==> config.mk <==
export PLATFORM = sky130hd
export DESIGN_NAME = sram_bus_sequencer
export DESIGN_NICKNAME = d
export VERILOG_FILES = /design/src/rtl/sram_bus_sequencer.sv
export SDC_FILE = /design/constraint.sdc
export NUM_CORES = 1
export LEC_CHECK = 0
export CELL_PAD_IN_SITES_DETAIL_PLACEMENT = 1
export CELL_PAD_IN_SITES_GLOBAL_PLACEMENT = 1
export CORE_MARGIN = 5
export CORE_UTILIZATION = 33
export CTS_BUF_LIST = sky130_fd_sc_hd__clkbuf_8 sky130_fd_sc_hd__clkbuf_16
export DETAILED_ROUTE_END_ITERATION = 6
export MAX_ROUTING_LAYER = met4
export PLACE_DENSITY_LB_ADDON = 0.05
export SETUP_SLACK_MARGIN = 0.02
export SYNTH_ARGS = -nofsm -noshare
export SYNTH_HDL_FRONTEND = slang
export SYNTH_SLANG_ARGS = --single-unit
==> constraint.sdc <==
create_clock -name clk_chipset -period 1.9 [get_ports clk_chipset]
set_input_delay 0.19 -clock clk_chipset [delete_from_list [all_inputs] [get_ports clk_chipset]]
set_output_delay 0.19 -clock clk_chipset [all_outputs]
set_load 0.02 [all_outputs]
==> src/rtl/sram_bus_sequencer.sv <==
// Sequences single memory requests into timed asynchronous SRAM byte cycles.
// Optional SRAM_WORD16_EN: 16-bit requests run as two byte cycles (addr, then addr+1).
module sram_bus_sequencer #(
    parameter int RD_WAIT = 2,
    parameter int WR_WAIT = 2
) (
    input  logic        clk_chipset,
    input  logic        reset,
    input  logic        req,
    input  logic        we,
    input  logic [20:0] addr,
`ifdef SRAM_WORD16_EN
    input  logic [15:0] wdata,
    output logic [15:0] rdata,
`else
    input  logic [7:0]  wdata,
    output logic [7:0]  rdata,
`endif
    output logic        ack,
    output logic        busy,
    output logic [20:0] sram_addr,
    output logic [7:0]  sram_dout,
    output logic        sram_oe,
    input  logic [7:0]  sram_din,
    output logic        sram_we_n
);

    localparam logic [3:0] RD_LAST = 4'(RD_WAIT - 1);
    localparam logic [3:0] WR_LAST = 4'(WR_WAIT - 1);

    typedef enum logic [2:0] {
        S_IDLE,
        S_RD_WAIT,
        S_WR_SETUP,
        S_WR_PULSE,
        S_WR_HOLD,
        S_DONE
`ifdef SRAM_WORD16_EN
        , S_NEXT
`endif
    } state_t;

    state_t      r_state;
    state_t      w_next_state;
    state_t      w_after_byte;
    logic [3:0]  r_cnt;
    logic [20:0] r_addr;
    logic [7:0]  r_dout;
    logic        r_oe;
    logic        r_we_n;
    logic        r_ack;
    logic        r_busy;
    logic [7:0]  w_rbyte;
`ifdef SRAM_WORD16_EN
    logic [15:0] r_rdata;
    logic        r_we;
    logic        r_hi;
    logic [7:0]  r_wdata_hi;
`else
    logic [7:0]  r_rdata;
`endif

    // Out-of-range bytes (addr[20]=1) read back as all ones.
    assign w_rbyte = r_addr[20] ? 8'hFF : sram_din;

    always_ff @(posedge clk_chipset or posedge reset) begin
        if (reset) begin
            r_state <= S_IDLE;
        end else begin
            r_state <= w_next_state;
        end
    end

    always_comb begin
        w_next_state = r_state;
        w_after_byte = S_DONE;
`ifdef SRAM_WORD16_EN
        w_after_byte = r_hi ? S_DONE : S_NEXT;
`endif
        case (r_state)
            S_IDLE: begin
                if (req) begin
                    w_next_state = we ? S_WR_SETUP : S_RD_WAIT;
                end
            end
            S_RD_WAIT: begin
                if (r_cnt == RD_LAST) begin
                    w_next_state = w_after_byte;
                end
            end
            S_WR_SETUP: w_next_state = S_WR_PULSE;
            S_WR_PULSE: begin
                if (r_cnt == WR_LAST) begin
                    w_next_state = S_WR_HOLD;
                end
            end
            S_WR_HOLD:  w_next_state = w_after_byte;
            S_DONE:     w_next_state = S_IDLE;
`ifdef SRAM_WORD16_EN
            S_NEXT:     w_next_state = r_we ? S_WR_SETUP : S_RD_WAIT;
`endif
            default:    w_next_state = S_IDLE;
        endcase
    end

    // Strobes are registered from the next state so pins never see input glitches.
    always_ff @(posedge clk_chipset or posedge reset) begin
        if (reset) begin
            r_cnt      <= 4'd0;
            r_addr     <= 21'd0;
            r_dout     <= 8'd0;
            r_oe       <= 1'b0;
            r_we_n     <= 1'b1;
            r_ack      <= 1'b0;
            r_busy     <= 1'b0;
`ifdef SRAM_WORD16_EN
            r_rdata    <= 16'd0;
            r_we       <= 1'b0;
            r_hi       <= 1'b0;
            r_wdata_hi <= 8'd0;
`else
            r_rdata    <= 8'd0;
`endif
        end else begin
            r_busy <= (w_next_state != S_IDLE);
            r_ack  <= (w_next_state == S_DONE);
            r_oe   <= (w_next_state == S_WR_SETUP) || (w_next_state == S_WR_PULSE) ||
                      (w_next_state == S_WR_HOLD);
            r_we_n <= !((w_next_state == S_WR_PULSE) && !r_addr[20]);

            if (((r_state == S_RD_WAIT) || (r_state == S_WR_PULSE)) && (w_next_state == r_state)) begin
                r_cnt <= r_cnt + 4'd1;
            end else begin
                r_cnt <= 4'd0;
            end

            if ((r_state == S_IDLE) && req) begin
                r_addr <= addr;
                r_dout <= wdata[7:0];
`ifdef SRAM_WORD16_EN
                r_we       <= we;
                r_hi       <= 1'b0;
                r_wdata_hi <= wdata[15:8];
`endif
            end

            if ((r_state == S_RD_WAIT) && (w_next_state != S_RD_WAIT)) begin
`ifdef SRAM_WORD16_EN
                if (r_hi) begin
                    r_rdata[15:8] <= w_rbyte;
                end else begin
                    r_rdata[7:0] <= w_rbyte;
                end
`else
                r_rdata <= w_rbyte;
`endif
            end

`ifdef SRAM_WORD16_EN
            if (r_state == S_NEXT) begin
                r_addr <= r_addr + 21'd1;
                r_dout <= r_wdata_hi;
                r_hi   <= 1'b1;
            end
`endif
        end
    end

    assign sram_addr = r_addr;
    assign sram_dout = r_dout;
    assign sram_oe   = r_oe;
    assign sram_we_n = r_we_n;
    assign rdata     = r_rdata;
    assign ack       = r_ack;
    assign busy      = r_busy;

endmodule
; After elaboration in Yosys (flattened, before gate mapping)
; Cells that the tools add are included.
[totals]
regBits = 48
latchBits = 0
mem_bits_rw = 0
mem_bits_ro = 0
in_bits = 41
output_inout_bits = 41
wordCells = 39
mem_count = 0
[op_classes]
add_sub_neg = 1
n_mul = 0
div = 0
magnitude_cmp = 0
eq_ne = 11
shifts = 0
mux = 7
bitwise = 0
reduce_logical = 11
[op_table]
columns = cell, n
row1 = one-hot mux 3 bit (5 select lines), 1
row2 = == test 3 x 2 -> 1 bit (second input constant), 4
row3 = == test 3 bit (second input constant), 3
row4 = two-way mux 3 bit, 3
row5 = two-way mux 8 bit, 1
row6 = adder 4 x 1 -> 4 bit (second input constant), 1
row7 = == test 4 x 1 -> 1 bit (second input constant), 1
row8 = logical AND 1 bit, 4
row9 = two-way mux 4 bit, 1
row10 = == test 3 x 1 -> 1 bit (second input constant), 1
row11 = == test 3 bit, 1
row12 = logical NOT 3 bit, 1
row13 = logical OR 1 bit, 3
row14 = inequality test 3 x 1 -> 1 bit (second input constant), 1
row15 = nonzero test 3 bit, 1
row16 = logical NOT 1 bit, 2
row17 = two-way mux 2 bit, 1

; Depth between registers and ports, before layout
; Gate-level depths: netlist of the first run.
[logic_depth]
ltp_word = 6
ltp_mapped = 6
depth_no_buf = 5

; Least setup slack after synthesis of the first run
; OpenSTA, ideal clock, no wires.
[synth_path]
path_kind = reg2reg
from = register r_state[2]
to = register r_addr[10], in the netlist sram_addr[10]
setup_time_ns = 0.125
arrival_ns = 1.365
required_time_ns = 1.775
path_slack_ns = 0.409
stages_incl_launch_ff = 7
path_buffers = 3
synth_period_minus_slack_ns = 1.491
cell_sequence = dfrtp_1 buf_6 nor3_2 and2_4 buf_12 buf_12 mux2_4
[synth_via]
elab_chain_cells = 2
[synth_rtl]
columns = item, line
row1 = "start, declared", 43  ; state_t r_state;
row2 = "start signal, assigned", 70  ; r_state <= w_next_state;
row3 = logical NOT 3 bit, 137  ; if ((r_state == S_IDLE) && req) begin
row4 = logical AND 1 bit, 137
row5 = "end signal, assigned", 138  ; r_addr <= addr;
row6 = "end, declared", 47  ; logic [20:0] r_addr;
; No other way between the ends.
; A chain may end at the register's enable or synchronous reset.

; Worst setup path after layout of the first run
[layout_path]
from = register r_addr[20], in the netlist sram_addr[20]
to = output sram_addr[20]
[layout_lines]
columns = item, line
row1 = "end, declared", 21  ; output logic [20:0] sram_addr,
; No word-level cell between the ends.

==> flow_summary.toml, run 1 <==
[status]
outcome = "completed"

[floorplanning]
io_pins = 82
die_h_um = 87.9
dieArea_um2 = 7720
fp.dieW_um = 87.9
num_rows = 28
core_area_um2 = 5920
initial_utilization_pct = 33.8

[cts]
clock_path_buffers = 2
numCtsBuffers = 5
clock-sinks = 48
cts.clk_slew.worst_paths_ns = 0.09
post_cts_buffers = 0
root_buffer = "clkbuf_8"
h-tree-depth = 2
cts_tree = "built"
holdBufCountCts = 0
clkLatencyLatePin_ns = 0.29
cts.repair.resized = 0

[layout]
syn_to_final_growth_pct = 49.6
antenna_cells = 0
stdcell_count = 308
drive_gt1_share_pct = 19.3
finalCoreUtilization_pct = 50.5
nFillCells = 617
design_area_um2 = 2990
fin_nets = 275

[critical_path]
worst-path-buf-inv = 1
crit_type = "reg -> out"
critPathTopFamily = "buffers and inverters"
critPathCaptureType = "primary output"
start_kind = "flop"
crit_fanout = 11
max_stage_delay_ns = 0.68
worstPathRequired_ns = 1.71
crit_chain = "clkdlybuf4s50_1"
arrival_ns = 1.54
slowest_stage = "clkdlybuf4s50_1"

[synth]
yosysTopAreaCellShare_pct = 58.8
synth_area_leaders = "dfrtp_1 (59%), mux2_2 (11%), mux2_4 (7.5%), mux2i_1 (4.0%), nor2_1 (2.6%)"
synth_most_common_cell = "dfrtp_1"
syn_nets = 188
syn_inst = 145
synth_top_flop_cell = "dfrtp_1"
synth_cell_types = 31
synth_area_leader_cell = "dfrtp_1"
yosysWarnings = 0
synth-seq-cells = 48
synth_commonest_cells = "dfrtp_1 (47), mux2_2 (19), nor2_1 (14), inv_1 (12), mux2_4 (10)"
async_reset_ff_share_pct = 100
synth_edf_count = 0
avgSynthCellArea_um2 = 13.8
syn-cell-area_um2 = 2000
synth_seq_area_share_pct = 60.1

[timing]
period_minus_slack_ns = 1.73
hold_ws_ns = 0.244
fin_tns_setup_ns = 0
setup_viol = 0
fin_ws_ns = 0.170
fmax_mhz = 578
skew_ns = 0.00629
rsz0062_at_grt = "false"
hold_violations = 0
finalCritPeriodShare_pct = 91.1
drv_slew = 0
slew_headroom_pct = 67.3
tightest_slew_ns = 0.489

[power_and_ir_drop]
cellLeakagePower_nw = 1.36
power.total_mw = 4.96
power.density_nw_per_um2 = 1660
vdd_drop_max_uv = 636

[place]
place_congestion = 0.743
place_inst = 300
numPortBuffers = 81
place_hpwl_um = 3870
dpl_cell_area_um2 = 2900
place_ws_ns = 0.225

[routing]
vias_per_cell = 4.57
drt_iter0_drc = 11
dr.pass1.iters = 4
route.detailed.drc = 0
antenna_left = 0
wire_per_inst_um = 16.0
totalWireLength_um = 4930
via_count = 1407

[grt]
grt_pass1_vias = 1559
antenna_found_initial = 0
grt_pass1_wl_um = 7930
grt_usage_pct = 13.9
grt_max_degree = 22
overflow = 0

[worst_hold_path]
hp-class = "in -> async"

[job]
drv_cap = 0
[logic make-up (layout without fill, tap and decap cells)]
logic type,after synthesis,in the layout,share of synthesized area (%)
compound gates,8,8,2.44
xor+xnor,2,2,0.876
fa+ha+maj,2,2,1.25
buf+inv,19,107,5.88
flops,48,48,60.1
mux,37,37,22.2
simple gates,29,29,7.25
[flip-flops by register name, summed over array words and instances, names as in the netlist]
register / cells
sram_oe: 1
rdata: 8
busy: 1
ack: 1
sram_addr: 21
sram_dout: 8
r_cnt: 4
sram_we_n: 1
r_state: 3
[per-layer routing]
layer	wire, um	GRT usage (%)	part of all wire [%]	vias up
met1	1890	15.5	38	696
met4	68	4.60	1.4	0
met5	0	-	0	-
li1	-	-	-	649
met3	407	4.33	8.3	7
met2	2560	23.5	52	55
[cell usage in the layout (no fill, tap or decap)]
cell,count
inv_2,1
a21oi_1,3
mux2_4,10
xnor2_1,1
o21a_1,1
clkdlybuf4s50_1,81
mux2_2,19
nor2b_1,1
xor2_1,1
o32ai_1,1
o21ai_0,1
ha_1,2
nand2b_1,2
nand3_1,1
inv_1,13
nor3_1,1
buf_4,4
nor3_2,1
and2_1,1
and2_4,1
dfstp_2,1
a31oi_1,2
buf_12,2
nor3b_1,1
nand3b_1,1
mux2i_1,8
nor2_1,14
dfrtp_1,47
nand4b_1,1
clkbuf_8,6
nand2_1,4
[layout make-up]
type	count	area (um2)	area share, %
Clock buffer	6	82.6	2.76
Clock inverter	2	7.51	0.251
Multi-Input combinational cell	78	681	22.7
Inverter	12	45.0	1.51
Sequential cell	48	1200	40.2
Tap cell	75	93.8	3.14
Timing Repair Buffer	87	881	29.4
[path summary, 6_finish.rpt]
kind                          startpoint            end  slack [ns]  cells past startpoint
min                                reset  sram_addr[11]        0.24                      2
min reg2reg                     r_cnt[0]       r_cnt[0]        0.51                      1
min in group clk_chipset     sram_din[1]       rdata[1]        0.48                      3
max                        sram_addr[20]  sram_addr[20]        0.17                      1
max in group asynchronous          reset   sram_dout[6]        1.12                      3
max reg2reg                   r_state[2]   sram_addr[0]        0.29                      4
[power by group]
| group | internal [mW] | switching [mW] | total, mW |
|---|---|---|---|
| registers | 1.51 | 0.324 | 1.83 |
| logic | 1.37 | 1.15 | 2.52 |
| clock network | 0.287 | 0.321 | 0.608 |
(Power assumes the default switching activity.)
==> run 2, diff against run 1 <==
--- a/config.mk
+++ b/config.mk
@@ -5,6 +5,7 @@
 export SDC_FILE = /design/constraint.sdc
 export NUM_CORES = 1
 export LEC_CHECK = 0
+export CAP_MARGIN = 30
 export CELL_PAD_IN_SITES_DETAIL_PLACEMENT = 1
 export CELL_PAD_IN_SITES_GLOBAL_PLACEMENT = 1
 export CORE_MARGIN = 5
==> results of run 2 <==
The final DEF is identical to that of run 1; final timing and power are the same.
==> run 3, diff against run 2 <==
--- a/config.mk
+++ b/config.mk
@@ -5,7 +5,7 @@
 export SDC_FILE = /design/constraint.sdc
 export NUM_CORES = 1
 export LEC_CHECK = 0
-export CAP_MARGIN = 30
+export CAP_MARGIN = 0
 export CELL_PAD_IN_SITES_DETAIL_PLACEMENT = 1
 export CELL_PAD_IN_SITES_GLOBAL_PLACEMENT = 1
 export CORE_MARGIN = 5
@@ -13,7 +13,7 @@
 export CTS_BUF_LIST = sky130_fd_sc_hd__clkbuf_8 sky130_fd_sc_hd__clkbuf_16
 export DETAILED_ROUTE_END_ITERATION = 6
 export MAX_ROUTING_LAYER = met4
-export PLACE_DENSITY_LB_ADDON = 0.05
+export PLACE_DENSITY_LB_ADDON = 0.25
 export SETUP_SLACK_MARGIN = 0.02
 export SYNTH_ARGS = -nofsm -noshare
 export SYNTH_HDL_FRONTEND = slang
==> run 3 against run 2 <==
  * Worst hold slack better by 0.017 ns
  * Routed wire length is 3.1% lower
  * Clock power is 4.1% higher
  * Core utilization up 0.19 points
  * Sequential cell count unchanged
  * Non-clock buffer count up 1
  * Power rose by 0.22%
  * Setup slack worse by 0.024 ns
  * Critical path depth did not move
  * Largest cell class unchanged
==> flow_summary.toml, run 3 (synthesis results as in run 1) <==
[floorplanning]
num_rows = 28
initial_utilization_pct = 33.8
io_pins = 82
dieArea_um2 = 7720
fp.dieW_um = 87.9
die_h_um = 87.9
core_area_um2 = 5920

[grt]
met2_usage_pct = 19.2
grt-busiest-layer = "met2"
gr-usage-met3_pct = 4.33
overflow = 0
grt_pass1_vias = 1477
met1_usage_pct = 17.0
grt_max_degree = 49
antenna_found_initial = 0
grt_usage_pct = 13.1
grt_pass1_wl_um = 7490

[critical_path]
critPathCaptureType = "primary output"
max_stage_delay_ns = 0.69
r2r-start = "r_state[0]"
slowest_stage = "clkdlybuf4s50_1"
start_kind = "flop"
critPathTopFamily = "buffers and inverters"
worstPathRequired_ns = 1.71
crit_type = "reg -> out"
setup.worst_path.start = "sram_addr[20]"
worst-path-buf-inv = 1
crit_fanout = 11
crit_chain = "clkdlybuf4s50_1"
arrival_ns = 1.56

[routing]
dr.pass1.iters = 4
via_count = 1381
totalWireLength_um = 4770
wire_per_inst_um = 15.4
drt_iter0_drc = 47
route.detailed.drc = 0
antenna_left = 0
vias_per_cell = 4.47

[cts]
numCtsBuffers = 5
clkLatencyLatePin_ns = 0.30
holdBufCountCts = 0
clock-sinks = 48
post_cts_buffers = 0
root_buffer = "clkbuf_8"
cts.clk_slew.worst_paths_ns = 0.09
h-tree-depth = 2
cts_tree = "built"
cts.repair.resized = 0
clock_path_buffers = 2

[timing]
hold_ws_ns = 0.260
finalCritPeriodShare_pct = 92.3
hold_violations = 0
fmax_mhz = 570
skew_ns = 0.00697
tightest_slew_ns = 0.369
fin_tns_setup_ns = 0
setup_viol = 0
period_minus_slack_ns = 1.75
rsz0062_at_grt = "false"
fin_ws_ns = 0.146
drv_slew = 0
slew_headroom_pct = 75.4

[status]
outcome = "completed"

[layout]
final_cell_mix = "clkdlybuf4s50_1 (81), dfrtp_1 (47), mux2_2 (19), nor2_1 (14), inv_1 (12)"
fin_nets = 276
final_common_cell = "clkdlybuf4s50_1"
drive_gt1_share_pct = 20.1
largest_reg_flops = 21
antenna_cells = 0
syn_to_final_growth_pct = 50.2
nFillCells = 611

[place]
place_congestion = 0.779
place_hpwl_um = 3610
place_ws_ns = 0.263
numPortBuffers = 81

[job]
drv_cap = 0

[power_and_ir_drop]
vdd_drop_max_uv = 779
power.total_mw = 4.97
cellLeakagePower_nw = 1.36
power.density_nw_per_um2 = 1660

[worst_hold_path]
hp-class = "in -> async"
## run 3: layout make-up
type	instances	area [um2]	share of cell area, %
flip-flops and latches	48	1200	40.0
repair buffers	88	888	29.6
multi-input cells	78	681	22.7
well taps	75	93.8	3.12
clock buffers	6	82.6	2.75
inverters	12	45.0	1.50
clock inverters	2	11.3	0.375
## run 3: per-stage QoR
stage	util, %	area [um2]	instances
6_report	50.7	3000	309
2_1_floorplan	-	2000	145
4_1_cts	50.7	3000	309
3_3_place_gp	49.2	2910	301
3_5_place_dp	49.2	2910	301
5_1_grt	50.7	3000	309
## run 3: worst paths after layout
| kind | endpoint | slack, ns | depth (start not counted) |
|---|---|---|---|
| max | sram_addr[20] | 0.15 | 1 |
| min | sram_addr[18] | 0.26 | 3 |
| max reg2reg | sram_addr[5] | 0.35 | 4 |
| min reg2reg | r_cnt[0] | 0.50 | 1 |
| max in group asynchronous | sram_we_n | 1.36 | 3 |
| min in group clk_chipset | rdata[6] | 0.47 | 3 |
## run 3: routing by layer
layer	part of all wire, %	vias to the layer above
met5	0	-
met4	1.3	0
met2	42	58
met1	48	661
li1	-	656
met3	8.7	6
## run 3: power breakdown
group	switching [mW]	internal, mW	total [mW]
sequential	0.312	1.51	1.82
clock	0.342	0.291	0.633
combinational	1.14	1.39	2.52
total	1.79	3.18	4.97
